===== src/rtl/note_sequencer.sv =====
// Records {octave, note} entries on load key presses and replays them at a fixed note duration.
// Define NOTE_SEQ_LOOP_EN to make replay wrap to entry 0 until playback is pressed again.
module note_sequencer #(
  parameter int DEPTH       = 32,
  parameter int ADDR_W      = 5,
  parameter int NOTE_CYCLES = 25000000,
  parameter int TMR_W       = 25
) (
  input  logic              clk,
  input  logic              reset,
  input  logic [3:0]        note,
  input  logic [1:0]        octave,
  input  logic              load_n,
  input  logic              playback,
  output logic [3:0]        out_note,
  output logic [1:0]        out_octave,
  output logic              note_valid,
  output logic              playing,
  output logic [ADDR_W:0]   count,
  output logic              full
);

  typedef enum logic {IDLE, PLAY} state_t;

  state_t              state, state_nx;
  logic [5:0]          mem [DEPTH];
  logic                prev_load_n, prev_playback;
  logic                load_evt, play_evt, last_entry;
  logic [ADDR_W-1:0]   wptr, wptr_nx, rptr, rptr_nx, rd_addr;
  logic [ADDR_W:0]     count_nx;
  logic                full_nx;
  logic [TMR_W-1:0]    timer, timer_nx;
  logic                we, ram_sel, zero_sel;

  assign load_evt   = prev_load_n & ~load_n;
  assign play_evt   = prev_playback & ~playback;
  assign last_entry = ({1'b0, rptr} == count - (ADDR_W+1)'(1));
  assign note_valid = (out_note != 4'd0);
  assign playing    = (state == PLAY);

  always_comb begin
    state_nx = state;
    wptr_nx  = wptr;
    rptr_nx  = rptr;
    count_nx = count;
    timer_nx = timer;
    rd_addr  = rptr;
    we       = 1'b0;
    ram_sel  = 1'b0;
    zero_sel = 1'b0;
    case (state)
      IDLE: begin
        if (load_evt && play_evt) begin
          count_nx = '0;
          wptr_nx  = '0;
        end else if (play_evt) begin
          if (count != '0) begin
            state_nx = PLAY;
            rptr_nx  = '0;
            rd_addr  = '0;
            ram_sel  = 1'b1;
            timer_nx = TMR_W'(NOTE_CYCLES - 1);
          end
        end else if (load_evt && note != 4'd0 && !full) begin
          we       = 1'b1;
          wptr_nx  = wptr + ADDR_W'(1);
          count_nx = count + (ADDR_W+1)'(1);
        end
      end
      PLAY: begin
        // Output register doubles as the RAM read register; rd_addr is the prefetched next pointer.
        ram_sel = 1'b1;
        if (play_evt) begin
          state_nx = IDLE;
          ram_sel  = 1'b0;
          zero_sel = 1'b1;
        end else if (timer == '0) begin
          if (last_entry) begin
`ifdef NOTE_SEQ_LOOP_EN
            rptr_nx  = '0;
            rd_addr  = '0;
            timer_nx = TMR_W'(NOTE_CYCLES - 1);
`else
            state_nx = IDLE;
            ram_sel  = 1'b0;
            zero_sel = 1'b1;
`endif
          end else begin
            rptr_nx  = rptr + ADDR_W'(1);
            rd_addr  = rptr + ADDR_W'(1);
            timer_nx = TMR_W'(NOTE_CYCLES - 1);
          end
        end else begin
          timer_nx = timer - TMR_W'(1);
        end
      end
      default: state_nx = IDLE;
    endcase
    full_nx = (count_nx == (ADDR_W+1)'(DEPTH));
  end

  always_ff @(posedge clk) begin
    if (reset) begin
      state         <= IDLE;
      prev_load_n   <= 1'b1;
      prev_playback <= 1'b1;
      wptr          <= '0;
      rptr          <= '0;
      count         <= '0;
      full          <= 1'b0;
      timer         <= '0;
      out_note      <= '0;
      out_octave    <= '0;
    end else begin
      state         <= state_nx;
      prev_load_n   <= load_n;
      prev_playback <= playback;
      wptr          <= wptr_nx;
      rptr          <= rptr_nx;
      count         <= count_nx;
      full          <= full_nx;
      timer         <= timer_nx;
      if (zero_sel) begin
        out_note   <= '0;
        out_octave <= '0;
      end else if (ram_sel) begin
        out_note   <= mem[rd_addr][3:0];
        out_octave <= mem[rd_addr][5:4];
      end else begin
        out_note   <= note;
        out_octave <= octave;
      end
    end
  end

  always_ff @(posedge clk) begin
    if (we) mem[wptr] <= {octave, note};
  end

endmodule


===== config.mk =====
export PLATFORM = sky130hd
export DESIGN_NAME = note_sequencer
export DESIGN_NICKNAME = d
export VERILOG_FILES = /design/src/rtl/note_sequencer.sv
export SDC_FILE = /design/constraint.sdc
export NUM_CORES = 1
export LEC_CHECK = 0
export BUFFER_PORTS_ARGS = -buffer_cell sky130_fd_sc_hd__buf_2
export CAP_MARGIN = 20
export CORE_ASPECT_RATIO = 0.8
export CORE_MARGIN = 2
export CORE_UTILIZATION = 35
export CTS_BUF_LIST = sky130_fd_sc_hd__clkbuf_8 sky130_fd_sc_hd__clkbuf_16
export DETAILED_ROUTE_END_ITERATION = 12
export GPL_TIMING_DRIVEN = 0
export PLACE_DENSITY = 0.53
export RECOVER_POWER = 25
export SYNTH_ARGS = -nofsm -noshare
export SYNTH_HDL_FRONTEND = slang
export SYNTH_SLANG_ARGS = --single-unit

===== constraint.sdc =====
create_clock -name clk -period 3.6 [get_ports clk]
set_input_delay 1.08 -clock clk [delete_from_list [all_inputs] [get_ports clk]]
set_output_delay 1.08 -clock clk [all_outputs]
set_load 0.01 [all_outputs]

==> reports/metrics.yaml, run 1 <==
worst-setup-path-type: "primary input to flip-flop"
viasPerCell: 5.31
grt_max_degree: 35
crit_path_max_delay_family: "simple AND/OR/NAND/NOR gates"
yosys-top-cells-area: "sky130_fd_sc_hd__edfxtp_1 55%, sky130_fd_sc_hd__dfxtp_1 9.7%, sky130_fd_sc_hd__nand2_1 5.5%"
worst_setup_path_startpoint: "note[2]"
run_status: "complete, no violations"
floorplan_die_area_sq_mm: 0.0314
cts_max_path_buffers: 3
leakage_nw: 4.22
timing.final.setup_violations: 0
worst-endpoint-required_ns: 3.79
timing.max_slew.rel_slack: 0.387
min_period_over_period: 0.999
initial_core_util: 0.357
detailedRoute.firstPassIterationCount: 4
final_worst_clock_skew_ns: 0.0209
yosys-top-cells-count: "192 x sky130_fd_sc_hd__edfxtp_1, 154 x sky130_fd_sc_hd__nand2_1, 74 x sky130_fd_sc_hd__nor2_1"
yosys.cell_types.count: 70
netlist.area_leader.share: 0.549
std_cell_rows: 56
syn_area_sq_mm: 0.0105
min-delay-path-class: "flip-flop to flip-flop"
cp_slowest_cell: "sky130_fd_sc_hd__nor2_2"
chipWidth_um: 198
post_route_cells_drive_above_1_share: 0.205
antenna-diode-count: 0
worst-endpoint-arrival_ns: 3.78
top_level_ports: 25
cts_made_buffers: 26
htree_levels: 1
fin_setup_tns_ns: 0
cts.root.buffer_cell: "sky130_fd_sc_hd__clkbuf_16"
postSynth.topFlopCell: "sky130_fd_sc_hd__edfxtp_1"
max-vdd-ir-drop_v: 0.000429
detailed_route_wl_um: 27700
detail-route-antenna-nets: 0
final-max-slew-violation-count: 0
timing_hold_violations_final: 0
clkLatencyLatePin_ns: 0.54
path_clk_slew_ns: 0.06
worst-path-max-fanout: 34
grt_first_pass_wirelength_um: 41600
utilization: 0.424
tritoncts: "done"
first_global_vias: 6759
min_delay_path_depth: 2
worst_setup_start_kind: "primary input"
avgRoutedWirePerCell_um: 20.5
via_total_after_detailed_routing: 7180
ys_ff_latch: 243
design.final.nets: 974
maxClockFrequency_ghz: 0.278
post-dp-hpwl_um: 18100
cell_count_of_the_worst_reg_to_reg_path: 12
worstSetupEndpointType: "flip-flop"
synth_enable_flop_cells: 192
seq_area_frac_synth: 0.646
port_buffers: 24
drt_iter0_drc: 536
clock_sinks: 243
ff_to_ff_start: "timer[6]"
route.detailed.drc: 0
num-fill-cells: 2803
synth-async-reset-ratio: 0
grt_antenna_before_repair: 0
syn_avg_cell_area_sq_um: 11.8
core_sq_mm: 0.0294
dieHeight_um: 159
ys.warnings.count: 0
total_power_w: 0.00626
rsz0062_at_grt: "true"
drv_cap: 0
timing.final.crit_period_ns: 3.60
sum_of_buffers_and_inverters_on_the_critical_path: 3
grtUsageTotal: 0.174
syn-instance-count: 890
crit_path_cell_trace: "buf_2, nor4_1, nor4_1, clkbuf_1, clkbuf_1, nand2_1, nor2_2"
post-synth-top-area-cell: "sky130_fd_sc_hd__edfxtp_1"
area_growth_syn_to_layout_pct: 18.9
globalRoute.totalOverflow: 0
delay_contributed_by_the_slowest_stage_of_the_critical_path_ns: 0.52
worstMarginPinSlew_ns: 0.912
mappedNetlistNets: 908
place.gp.congestion: 0.818
min-delay-start: "timer[24]"
worstSetupPathDepth: 7
most_common_cell_in_the_synthesized_netlist: "sky130_fd_sc_hd__edfxtp_1"
power.density_mw_per_mm2: 501
==> power by group <==
part	switching [W]	leakage [nW]	total (W)	internal, W
Combinational	0.000270	1.64	0.000433	0.000163
Sequential	0.0000354	2.14	0.00310	0.00306
Clock	0.00112	0.438	0.00272	0.00160
Total	0.00143	4.22	0.00626	0.00483
==> cell usage in the layout, fill, tap and decap left out, drive strengths merged, types with 8 or more instances in the layout <==
master / n
edfxtp: 192
nand2: 154
nor2: 76
a21oi: 57
buf: 57
clkbuf: 54
dfxtp: 51
nand3: 49
nor3: 23
mux2i: 21
xor2: 18
inv: 16
xnor2: 14
a22oi: 13
nor4: 13
or3: 9
ha: 8
or2: 8
o21ai: 8
a211oi: 8
==> logic make-up (layout without fill, tap and decap cells) <==
kind of cell / after synthesis / count (layout) / share of synthesized area
muxes: 24 / 24 / 0.0251
and+or+nand+nor: 382 / 382 / 0.172
xor gates and xnor gates: 32 / 32 / 0.0267
buffers and inverters: 56 / 141 / 0.0236
adders and majority gates: 8 / 8 / 0.00953
AOI/OAI and AO/OA: 145 / 145 / 0.0966
DFF: 243 / 243 / 0.646
==> cell type report <==
cell class	instances	area (sq um)	area share
sequential	243	6790	0.544
multi-input combinational	591	3820	0.306
clock buffer	26	651	0.0521
tap	377	472	0.0378
buffer	46	274	0.0219
timing repair buffer	39	238	0.0190
clock inverter	21	215	0.0172
inverter	9	33.8	0.00271
==> worst paths after layout <==
| check | end | slack [ns] |
|---|---|---|
| setup / recovery | mem[29][0] | 0.004 |
| hold / removal | timer[24] | 0.49 |
| setup reg to reg | out_note[2] | 0.05 |
| hold reg to reg | timer[24] | 0.49 |
==> per-stage QoR <==
stage	worst slack, ns	instance area, sq um	hold slack (ns)	cells
finish	0.00372	12500	0.489	1352
global route	-0.212	12500	0.500	1352
CTS	-0.117	12200	0.485	1344
detailed placement	-1.13	11100	0.473	1291
global placement	-1.12	11100	0.470	1291
floorplan	0.0639	10500	0.449	890
==> worst reg2reg max path, cell delays in order, from the launching register on <==
cell and delay [ns]:
sky130_fd_sc_hd__dfxtp_1 0.35, sky130_fd_sc_hd__or4_4 0.56, sky130_fd_sc_hd__or3_4 0.40, sky130_fd_sc_hd__nor4b_4 0.36
sky130_fd_sc_hd__o21ai_4 0.19, sky130_fd_sc_hd__mux2i_4 0.23, sky130_fd_sc_hd__buf_4 0.17, sky130_fd_sc_hd__buf_4 0.18
sky130_fd_sc_hd__a2111oi_1 0.38, sky130_fd_sc_hd__a21oi_1 0.10, sky130_fd_sc_hd__o221ai_2 0.22, sky130_fd_sc_hd__nor4_2 0.06
sky130_fd_sc_hd__a22o_1 0.26
==> routing by layer <==
layer / share of wire / global-route usage
met1: 0.49 / 0.268
met2: 0.43 / 0.253
met3: 0.053 / 0.0289
met4: 0.022 / 0.0465
met5: 0 / 0
==> registers in the layout (all words and copies together) (netlist names) <==
name / flops
timer: 25
out_octave: 2
playing: 1
count: 6
wptr: 5
mem: 192
rptr: 5
out_note: 4
prev_load_n: 1
full: 1
prev_playback: 1
==> repair_timing <==
action | in CTS | in global routing
gates resized for setup | 62 | 58
endpoints found under the hold margin | 0 | 0
hold buffers | 0 | 0
pin swaps | 4 | 10
endpoints found under the setup margin | 170 | 160
buffers inserted | 7 | 7
gates cloned | 0 | 1
Power figures use the tool's default switching activity.
==> run 2, diff against run 1 <==
- PLACE_DENSITY: 0.53 -> default
- PLACE_DENSITY_LB_ADDON: default -> 0.15
==> run 2 against run 1 <==
Non-clock buffer count rose by 1. Combinational power rose by 6.5%. Global-route usage rose by 0.92 points. Setup slack improved by 0.12 ns. Clock power fell by 12%. Count of clock-buffer cells in the layout did not move. Wire length rose by 4.3%. Cell area barely moved. Die area did not move. Clock skew barely moved. Largest cell class unchanged. Largest power group unchanged.
==> reports/metrics.yaml, run 2 (synthesized netlist as in run 1, its figures left out) <==
route.detailed.drc: 0  # unchanged
detailedRoute.firstPassIterationCount: 5  # was 4
worstSetupEndpointType: "flip-flop"  # unchanged
final-max-slew-violation-count: 0  # unchanged
via_total_after_detailed_routing: 7224  # was 7180
cts_max_path_buffers: 3  # unchanged
power_frac_seq: 0.520  # was 0.495
largestRegisters: "mem (192), timer (25), count (6)"  # unchanged
worst-setup-path-type: "flip-flop to flip-flop"  # was primary input to flip-flop
min-delay-start: "timer[24]"  # unchanged
antenna-diode-count: 0  # unchanged
clkPwrFrac: 0.403  # was 0.435
dieHeight_um: 159  # unchanged
timing.max_slew.rel_slack: 0.358  # was 0.387
mostFrequentLayoutCell: "sky130_fd_sc_hd__edfxtp_1"  # unchanged
reg2reg_setup_slack_ns: 0.12  # was 0.05 ns
maxClockFrequency_ghz: 0.287  # was 0.278 GHz
max-vdd-ir-drop_v: 0.000354  # was 0.000429 V
p_sw_frac: 0.237  # was 0.228
clkLatencyLatePin_ns: 0.54  # about the same
grt_antenna_before_repair: 1  # was 0
port_buffers: 24  # unchanged
timing.final.setup_violations: 0  # unchanged
holdPathEnd: "timer[24]"  # unchanged
place.gp.congestion: 0.790  # was 0.818
grt_max_degree: 35  # unchanged
largest_register_ffs: 192  # unchanged
cts.root.buffer_cell: "sky130_fd_sc_hd__clkbuf_16"  # unchanged
clock_sinks: 243  # unchanged
final_critical_path_setup_slack_ns: 0.119  # was 0.00372 ns
pre_cts_setup_slack_ns: -1.10  # was -1.13 ns
mostFrequentLayoutCells: "192 x sky130_fd_sc_hd__edfxtp_1, 148 x sky130_fd_sc_hd__nand2_1, 52 x sky130_fd_sc_hd__a21oi_1, 50 x sky130_fd_sc_hd__dfxtp_1, 47 x sky130_fd_sc_hd__nor2_1"  # was 192 x sky130_fd_sc_hd__edfxtp_1, 152 x sky130_fd_sc_hd__nand2_1, 52 x sky130_fd_sc_hd__a21oi_1, 51 x sky130_fd_sc_hd__dfxtp_1, 48 x sky130_fd_sc_hd__nand3_1
comb_power_share: 0.077  # was 0.069
worstMarginPinSlew_ns: 0.956  # was 0.912 ns
cts_made_buffers: 26  # unchanged
first_global_vias: 6967  # was 6759
design.final.nets: 975  # was 974
post_route_cells_drive_above_1_share: 0.212  # was 0.205
netSwitchingPower_w: 0.00142  # was 0.00143 W
intPower_w: 0.00455  # was 0.00483 W
critical-path-top-cell-by-count: "sky130_fd_sc_hd__or4_4"
crit_path_max_delay_family: "simple AND/OR/NAND/NOR gates"  # unchanged
detail-route-antenna-nets: 0  # unchanged
leakage_nw: 4.25  # was 4.22 nW
top_layer: "met4"  # unchanged
path_clk_slew_ns: 0.06  # about the same
detailed_route_wl_um: 28800  # was 27700 um
reg2reg_to: "out_note[2]"  # unchanged
std_cell_rows: 56  # unchanged
dr_wl_met3_um: 1710  # was 1470 um
final_worst_clock_skew_ns: 0.0214  # was 0.0209 ns
wirelength_met1_um: 14700  # was 13600 um
power.density_mw_per_mm2: 478  # was 501 mW/mm^2
worst-endpoint-required_ns: 4.02  # was 3.79 ns
core_sq_mm: 0.0294  # unchanged
timing.final.crit_period_ns: 3.48  # was 3.60 ns
area_growth_syn_to_layout_pct: 18.9  # about the same
total_power_w: 0.00597  # was 0.00626 W
crit_path_cell_trace: "or4_4, or3_4, or4_4, o311a_4, or2_1, clkbuf_1, nand2_1, o32ai_2, o221ai_2, nor4_2, a22o_1"  # was buf_2, nor4_1, nor4_1, clkbuf_1, clkbuf_1, nand2_1, nor2_2
globalRoute.totalOverflow: 0  # unchanged
post-dp-hpwl_um: 18800  # was 18100 um
cell_count_of_the_worst_reg_to_reg_path: 11  # was 12
met2RoutedLength_um: 11800  # was 12000 um
tritoncts: "done"  # unchanged
min_delay_path_depth: 2  # unchanged
run_status: "complete, no violations"  # unchanged
chipWidth_um: 198  # unchanged
sum_of_buffers_and_inverters_on_the_critical_path: 1  # was 3
top_level_ports: 25  # unchanged
viasPerCell: 5.34  # was 5.31
min_period_over_period: 0.967  # was 0.999
floorplan_die_area_sq_mm: 0.0314  # unchanged
drt_iter0_drc: 487  # was 536
grt_first_pass_wirelength_um: 43600  # was 41600 um
fin_setup_tns_ns: 0  # unchanged
initial_core_util: 0.357  # unchanged
worst-endpoint-arrival_ns: 3.90  # was 3.78 ns
htree_levels: 1  # unchanged
min-delay-path-class: "flip-flop to flip-flop"  # unchanged
rsz0062_at_grt: "false"  # was true
worst_setup_path_startpoint: "timer[6]"  # was note[2]
worst_setup_start_kind: "flip-flop"  # was primary input
worst-path-max-fanout: 6  # was 34
grtUsageTotal: 0.184  # was 0.174
delay_contributed_by_the_slowest_stage_of_the_critical_path_ns: 0.56  # was 0.52 ns
timing_hold_violations_final: 0  # unchanged
regMostFlops: "mem"  # unchanged
avgRoutedWirePerCell_um: 21.3  # was 20.5 um
drv_cap: 0  # unchanged
cp_slowest_cell: "sky130_fd_sc_hd__or4_4"  # was sky130_fd_sc_hd__nor2_2
ff_to_ff_start: "timer[6]"  # unchanged
[run 2: cell types whose count changed in the layout (fill, tap and decap cells not counted), sizes merged]
cell	previous run	this run
buf	57	62
inv	16	21
bufinv	4	0
clkbuf	54	50
clkinv	7	10
clkinvlp	3	0
[run 2: routing by layer]
layer	track usage	vias up
met5	0	-
met4	0.0424	0
met3	0.0370	36
met2	0.258	183
met1	0.288	3568
li1	-	3437
[run 2: per-stage QoR]
step	hold slack [ns]	utilization	area, sq um	std cells
5_1_grt	0.531	0.424	12500	1354
2_1_floorplan	0.449	-	10500	890
3_3_place_gp	0.465	0.377	11100	1291
3_5_place_dp	0.469	0.377	11100	1291
4_1_cts	0.477	0.415	12200	1347
6_report	0.488	0.424	12500	1354
[run 2: power by group through the flow]
stage | Sequential [W] | Clock, W | Combinational, W
final | 0.00310 | 0.00240 | 0.000461
after global routing | 0.00311 | 0.00257 | 0.000507
after CTS | 0.00310 | 0.00247 | 0.000429
after detailed placement | 0.00316 | 0 | 0.000404
after global placement | 0.00316 | 0 | 0.000400
after floorplan | 0.00315 | 0 | 0.000256
[run 2: repair_timing]
| action | CTS | global route |
|---|---|---|
| endpoints found under the hold margin | 0 | 0 |
| resized for setup | 86 | 61 |
| setup endpoints to repair | 167 | 160 |
| hold buffers | 0 | 0 |
| pin swaps | 9 | 14 |
| buffers inserted | 10 | 7 |
[run 2: worst max path at each step]
| stage | to | slack (ns) | cells past startpoint |
|---|---|---|---|
| after global routing | out_note[2] | 0.002 | 11 |
| after CTS | mem[21][3] | -0.08 | 7 |
| after floorplan | timer[22] | 0.06 | 8 |
| final | out_note[2] | 0.12 | 11 |
| after detailed placement | out_note[1] | -1.10 | 12 |
| after global placement | out_note[1] | -1.07 | 12 |
[run 2: final cells by class]
| cell class | count | area [sq um] |
|---|---|---|
| buffer | 46 | 298 |
| clock buffer | 26 | 651 |
| clock inverter | 22 | 103 |
| fill | 2802 | 16900 |
| inverter | 9 | 33.8 |
| multi-input combinational | 591 | 3890 |
| sequential | 243 | 6790 |
| tap | 377 | 472 |
| timing repair buffer | 40 | 251 |
[run 2: worst reg2reg max path, cell delays in order (launching register included)]
cell,delay (ns)
sky130_fd_sc_hd__dfxtp_2,0.34
sky130_fd_sc_hd__or4_4,0.55
sky130_fd_sc_hd__or3_4,0.39
sky130_fd_sc_hd__or4_4,0.56
sky130_fd_sc_hd__o311a_4,0.35
sky130_fd_sc_hd__or2_1,0.21
sky130_fd_sc_hd__clkbuf_1,0.19
sky130_fd_sc_hd__nand2_1,0.14
sky130_fd_sc_hd__o32ai_2,0.09
sky130_fd_sc_hd__o221ai_2,0.23
sky130_fd_sc_hd__nor4_2,0.06
sky130_fd_sc_hd__a22o_1,0.26
==> run 3, diff against run 2 <==
- ABC_AREA: default -> 1
- CAP_MARGIN: 20 -> default
==> run 3 against run 2 <==
Core utilization down 2.1 points. Critical path depth up 7. Global-route usage up 0.48 points. Via count up 17%. Critical endpoint is now out_note[0]. Largest cell class unchanged. Final cell count up 28%. Cell area up 4.6%. Total power up 8.9%. Maximum frequency up 6.3%. Setup slack better by 0.21 ns. Die area up 9.0%.
==> reports/metrics.yaml, run 3 <==
run_status: "complete, no violations"  # unchanged
core_sq_mm: 0.0324  # was 0.0294 sq mm
post_route_cells_drive_above_1_share: 0.132  # was 0.212
detailed_route_wl_um: 31500  # was 28800 um
clock_sinks: 243  # unchanged
final-max-slew-violation-count: 0  # unchanged
timing.final.crit_period_ns: 3.27  # was 3.48 ns
clkLatencyLatePin_ns: 0.54  # about the same
top_level_ports: 25  # unchanged
post-dp-hpwl_um: 21600  # was 18800 um
mappedNetlistNets: 1254  # was 908
mostFrequentLayoutCells: "242 x sky130_fd_sc_hd__nand3_1, 225 x sky130_fd_sc_hd__inv_1, 220 x sky130_fd_sc_hd__nand2_1, 192 x sky130_fd_sc_hd__edfxtp_1, 66 x sky130_fd_sc_hd__nor2_1"  # was 192 x sky130_fd_sc_hd__edfxtp_1, 148 x sky130_fd_sc_hd__nand2_1, 52 x sky130_fd_sc_hd__a21oi_1, 50 x sky130_fd_sc_hd__dfxtp_1, 47 x sky130_fd_sc_hd__nor2_1
avgRoutedWirePerCell_um: 18.2  # was 21.3 um
chipWidth_um: 206  # was 198 um
min-delay-path-class: "flip-flop to flip-flop"  # unchanged
globalRouteMet1Util: 0.303  # was 0.288
synthesized_area_fraction_occupied_by_xor_and_xnor_cells: 0.00687  # was 0.0267
worst-path-max-fanout: 10  # was 6
globalRoute.totalOverflow: 0  # unchanged
reg2reg_setup_slack_ns: 0.33  # was 0.12 ns
worstSetupEndpointType: "flip-flop"  # unchanged
worst-setup-path-type: "flip-flop to flip-flop"  # unchanged
first_global_vias: 7874  # was 6967
ctsHoldBuffers: 0  # unchanged
syn_avg_cell_area_sq_um: 9.28  # was 11.8 sq um
cts.root.buffer_cell: "sky130_fd_sc_hd__clkbuf_16"  # unchanged
met2_usage: 0.267  # was 0.258
synth-async-reset-ratio: 0  # unchanged
synth_enable_flop_cells: 192  # unchanged
timing_hold_violations_final: 0  # unchanged
yosys.cell_types.count: 46  # was 70
worst-endpoint-required_ns: 3.99  # was 4.02 ns
grtUsageTotal: 0.188  # was 0.184
grt_antenna_before_repair: 0  # was 1
max-vdd-ir-drop_v: 0.000330  # was 0.000354 V
final_critical_path_setup_slack_ns: 0.327  # was 0.119 ns
min_period_over_period: 0.909  # was 0.967
post_dp_cell_area_sq_mm: 0.0121  # was 0.0111 sq mm
antenna-diode-count: 0  # unchanged
ff_to_ff_start: "count[0]"  # was timer[6]
cell_count_of_the_worst_reg_to_reg_path: 18  # was 11
detailedRoute.firstPassIterationCount: 7  # was 5
path_clk_slew_ns: 0.06  # about the same
timing.max_slew.rel_slack: 0.440  # was 0.358
worst-endpoint-arrival_ns: 3.67  # was 3.90 ns
crit_path_cell_trace: "inv_2, ha_1, xnor2_1, nor2_1, nand2_1, nor2_1, nand2_1, nand2_4, nor2_1, nand2_1, nand2_2, inv_1, buf_2, nand3_1, nand3_1, nand3_1, nand2_1, a21oi_2"  # was or4_4, or3_4, or4_4, o311a_4, or2_1, clkbuf_1, nand2_1, o32ai_2, o221ai_2, nor4_2, a22o_1
multiplexer_area_fraction_after_synthesis: 0  # was 0.0251
fin_hold_ws_ns: 0.466  # was 0.488 ns
rsz0062_at_grt: "false"  # unchanged
seq_area_frac_synth: 0.592  # was 0.646
route.detailed.drc: 0  # unchanged
detail-route-antenna-nets: 0  # unchanged
fin_setup_tns_ns: 0  # unchanged
power.density_mw_per_mm2: 497  # was 478 mW/mm^2
min-delay-start: "timer[24]"  # unchanged
port_buffers: 24  # unchanged
syn-instance-count: 1236  # was 890
place.gp.congestion: 0.825  # was 0.790
holdPathEnd: "timer[24]"  # unchanged
area_growth_syn_to_layout_pct: 13.9  # was 18.9%
worst_setup_start_kind: "flip-flop"  # unchanged
via_total_after_detailed_routing: 8416  # was 7224
finalInstanceArea_sq_mm: 0.0131  # was 0.0125 sq mm
design.final.nets: 1307  # was 975
cts_max_path_buffers: 3  # unchanged
critical-path-top-cell-by-count: "sky130_fd_sc_hd__nand2_1"  # was sky130_fd_sc_hd__or4_4
htree_levels: 1  # unchanged
yosys-top-cells-area: "sky130_fd_sc_hd__edfxtp_1 50%, sky130_fd_sc_hd__nand3_1 11%, sky130_fd_sc_hd__dfxtp_1 8.9%"  # was sky130_fd_sc_hd__edfxtp_1 55%, sky130_fd_sc_hd__dfxtp_1 9.7%, sky130_fd_sc_hd__nand2_1 5.5%
maxClockFrequency_ghz: 0.305  # was 0.287 GHz
cts_made_buffers: 27  # was 26
min_delay_path_depth: 2  # unchanged
floorplan_die_area_sq_mm: 0.0342  # was 0.0314 sq mm
synthSimpleGateAreaFrac: 0.255  # was 0.172
drt_iter0_drc: 701  # was 487
drv_cap: 0  # unchanged
worstMarginPinSlew_ns: 0.840  # was 0.956 ns
dieHeight_um: 166  # was 159 um
synth_top_family_by_area: "simple AND/OR/NAND/NOR gates"  # unchanged
post-synth-top-area-cell: "sky130_fd_sc_hd__edfxtp_1"  # unchanged
ys_ff_latch: 243  # unchanged
timing.final.setup_violations: 0  # unchanged
reg2reg_to: "out_note[0]"  # was out_note[2]
delay_contributed_by_the_slowest_stage_of_the_critical_path_ns: 0.47  # was 0.56 ns
final_worst_clock_skew_ns: 0.0139  # was 0.0214 ns
yosys-top-cells-count: "242 x sky130_fd_sc_hd__nand3_1, 223 x sky130_fd_sc_hd__nand2_1, 222 x sky130_fd_sc_hd__inv_1"  # was 192 x sky130_fd_sc_hd__edfxtp_1, 154 x sky130_fd_sc_hd__nand2_1, 74 x sky130_fd_sc_hd__nor2_1
cts_setup_buffers: 0  # was 10
netlist.area_leader.share: 0.503  # was 0.549
postSynth.topFlopCell: "sky130_fd_sc_hd__edfxtp_1"  # unchanged
std_cell_rows: 59  # was 56
viasPerCell: 4.85  # was 5.34
synth_compound_gate_area_share: 0.0373  # was 0.0966
mostFrequentLayoutCell: "sky130_fd_sc_hd__nand3_1"  # was sky130_fd_sc_hd__edfxtp_1
utilization: 0.403  # was 0.424
global_route.usage.met3: 0.0255  # was 0.0370
largestRegisters: "mem (192), timer (25), count (6)"  # unchanged
grt_first_pass_wirelength_um: 48600  # was 43600 um
syn_area_sq_mm: 0.0115  # was 0.0105 sq mm
grt_max_degree: 35  # unchanged
sum_of_buffers_and_inverters_on_the_critical_path: 3  # was 1
cp_slowest_cell: "sky130_fd_sc_hd__dfxtp_1"  # was sky130_fd_sc_hd__or4_4
initial_core_util: 0.354  # was 0.357
largest_register_ffs: 192  # unchanged
crit_path_max_delay_family: "simple AND/OR/NAND/NOR gates"  # unchanged
grt.busiest_layer: "met1"  # unchanged
pre_cts_setup_slack_ns: -0.996  # was -1.10 ns
leakage_nw: 5.46  # was 4.25 nW
ys.warnings.count: 0  # unchanged
post_synth_fa_ha_maj_area_fraction: 0.00873  # was 0.00953
most_common_cell_in_the_synthesized_netlist: "sky130_fd_sc_hd__nand3_1"  # was sky130_fd_sc_hd__edfxtp_1
tritoncts: "done"  # unchanged
regMostFlops: "mem"  # unchanged
## run 3: worst max-delay path by stage
stage                        start           to  slack [ns]  cells past startpoint
after floorplan             load_n    mem[0][0]        0.75                      7
after global placement     note[2]   mem[20][2]        -1.0                      7
after detailed placement   note[2]    mem[4][4]        -1.0                      7
after CTS                  note[2]   mem[10][1]        0.01                      7
after global routing      count[0]  out_note[3]        0.03                     18
final                     count[0]  out_note[0]        0.33                     18
## run 3: stage by stage
step	cells	power, W
2_1_floorplan	1236	0.00363
3_3_place_gp	1687	0.00385
3_5_place_dp	1687	0.00385
4_1_cts	1735	0.00654
5_1_grt	1735	0.00674
6_report	1735	0.00649
## run 3: kinds of logic after synthesis
logic type               after synthesis
buffers and inverters                276
adder cells (fa/ha/maj)                8
AND/OR/NAND/NOR                      630
flip-flops                           243
XOR/XNOR                               9
AO/OA/AOI/OAI                         70
## run 3: repair_timing
action                     in CTS  in global routing
gates resized for setup        22                 12
hold endpoints to repair        0                  0
setup endpoints to repair     144                 85
## run 3: where the power goes
part	switching, W	internal (W)	total [W]
Clock	0.00113	0.00156	0.00269
Combinational	0.000470	0.000202	0.000672
Sequential	0.0000514	0.00308	0.00313
Total	0.00165	0.00484	0.00649
## run 3: routing by layer
layer | vias to the layer above | share of wire
li1 | 4188 | -
met1 | 3986 | 0.52
met2 | 197 | 0.41
met3 | 45 | 0.050
met4 | 0 | 0.020
met5 | - | 0
## run 3: worst reg2reg max path, stage by stage, from the launching register on
cell,delay [ns]
sky130_fd_sc_hd__dfxtp_1,0.47
sky130_fd_sc_hd__inv_2,0.14
sky130_fd_sc_hd__ha_1,0.36
sky130_fd_sc_hd__xnor2_1,0.13
sky130_fd_sc_hd__nor2_1,0.12
sky130_fd_sc_hd__nand2_1,0.07
sky130_fd_sc_hd__nor2_1,0.10
sky130_fd_sc_hd__nand2_1,0.13
sky130_fd_sc_hd__nand2_4,0.14
sky130_fd_sc_hd__nor2_1,0.06
sky130_fd_sc_hd__nand2_1,0.07
sky130_fd_sc_hd__nand2_2,0.12
sky130_fd_sc_hd__inv_1,0.21
sky130_fd_sc_hd__buf_2,0.33
sky130_fd_sc_hd__nand3_1,0.17
sky130_fd_sc_hd__nand3_1,0.13
sky130_fd_sc_hd__nand3_1,0.13
sky130_fd_sc_hd__nand2_1,0.16
sky130_fd_sc_hd__a21oi_2,0.08
## run 3: layout make-up
| cell class | count | area, sq um |
|---|---|---|
| Sequential cell | 243 | 6790 |
| Inverter | 228 | 856 |
| Clock buffer | 31 | 753 |
| Clock inverter | 17 | 108 |
| Multi-Input combinational cell | 717 | 3600 |
| Timing Repair Buffer | 24 | 129 |
| Tap cell | 427 | 534 |
| Fill cell | 3258 | 19300 |
| Buffer | 48 | 292 |
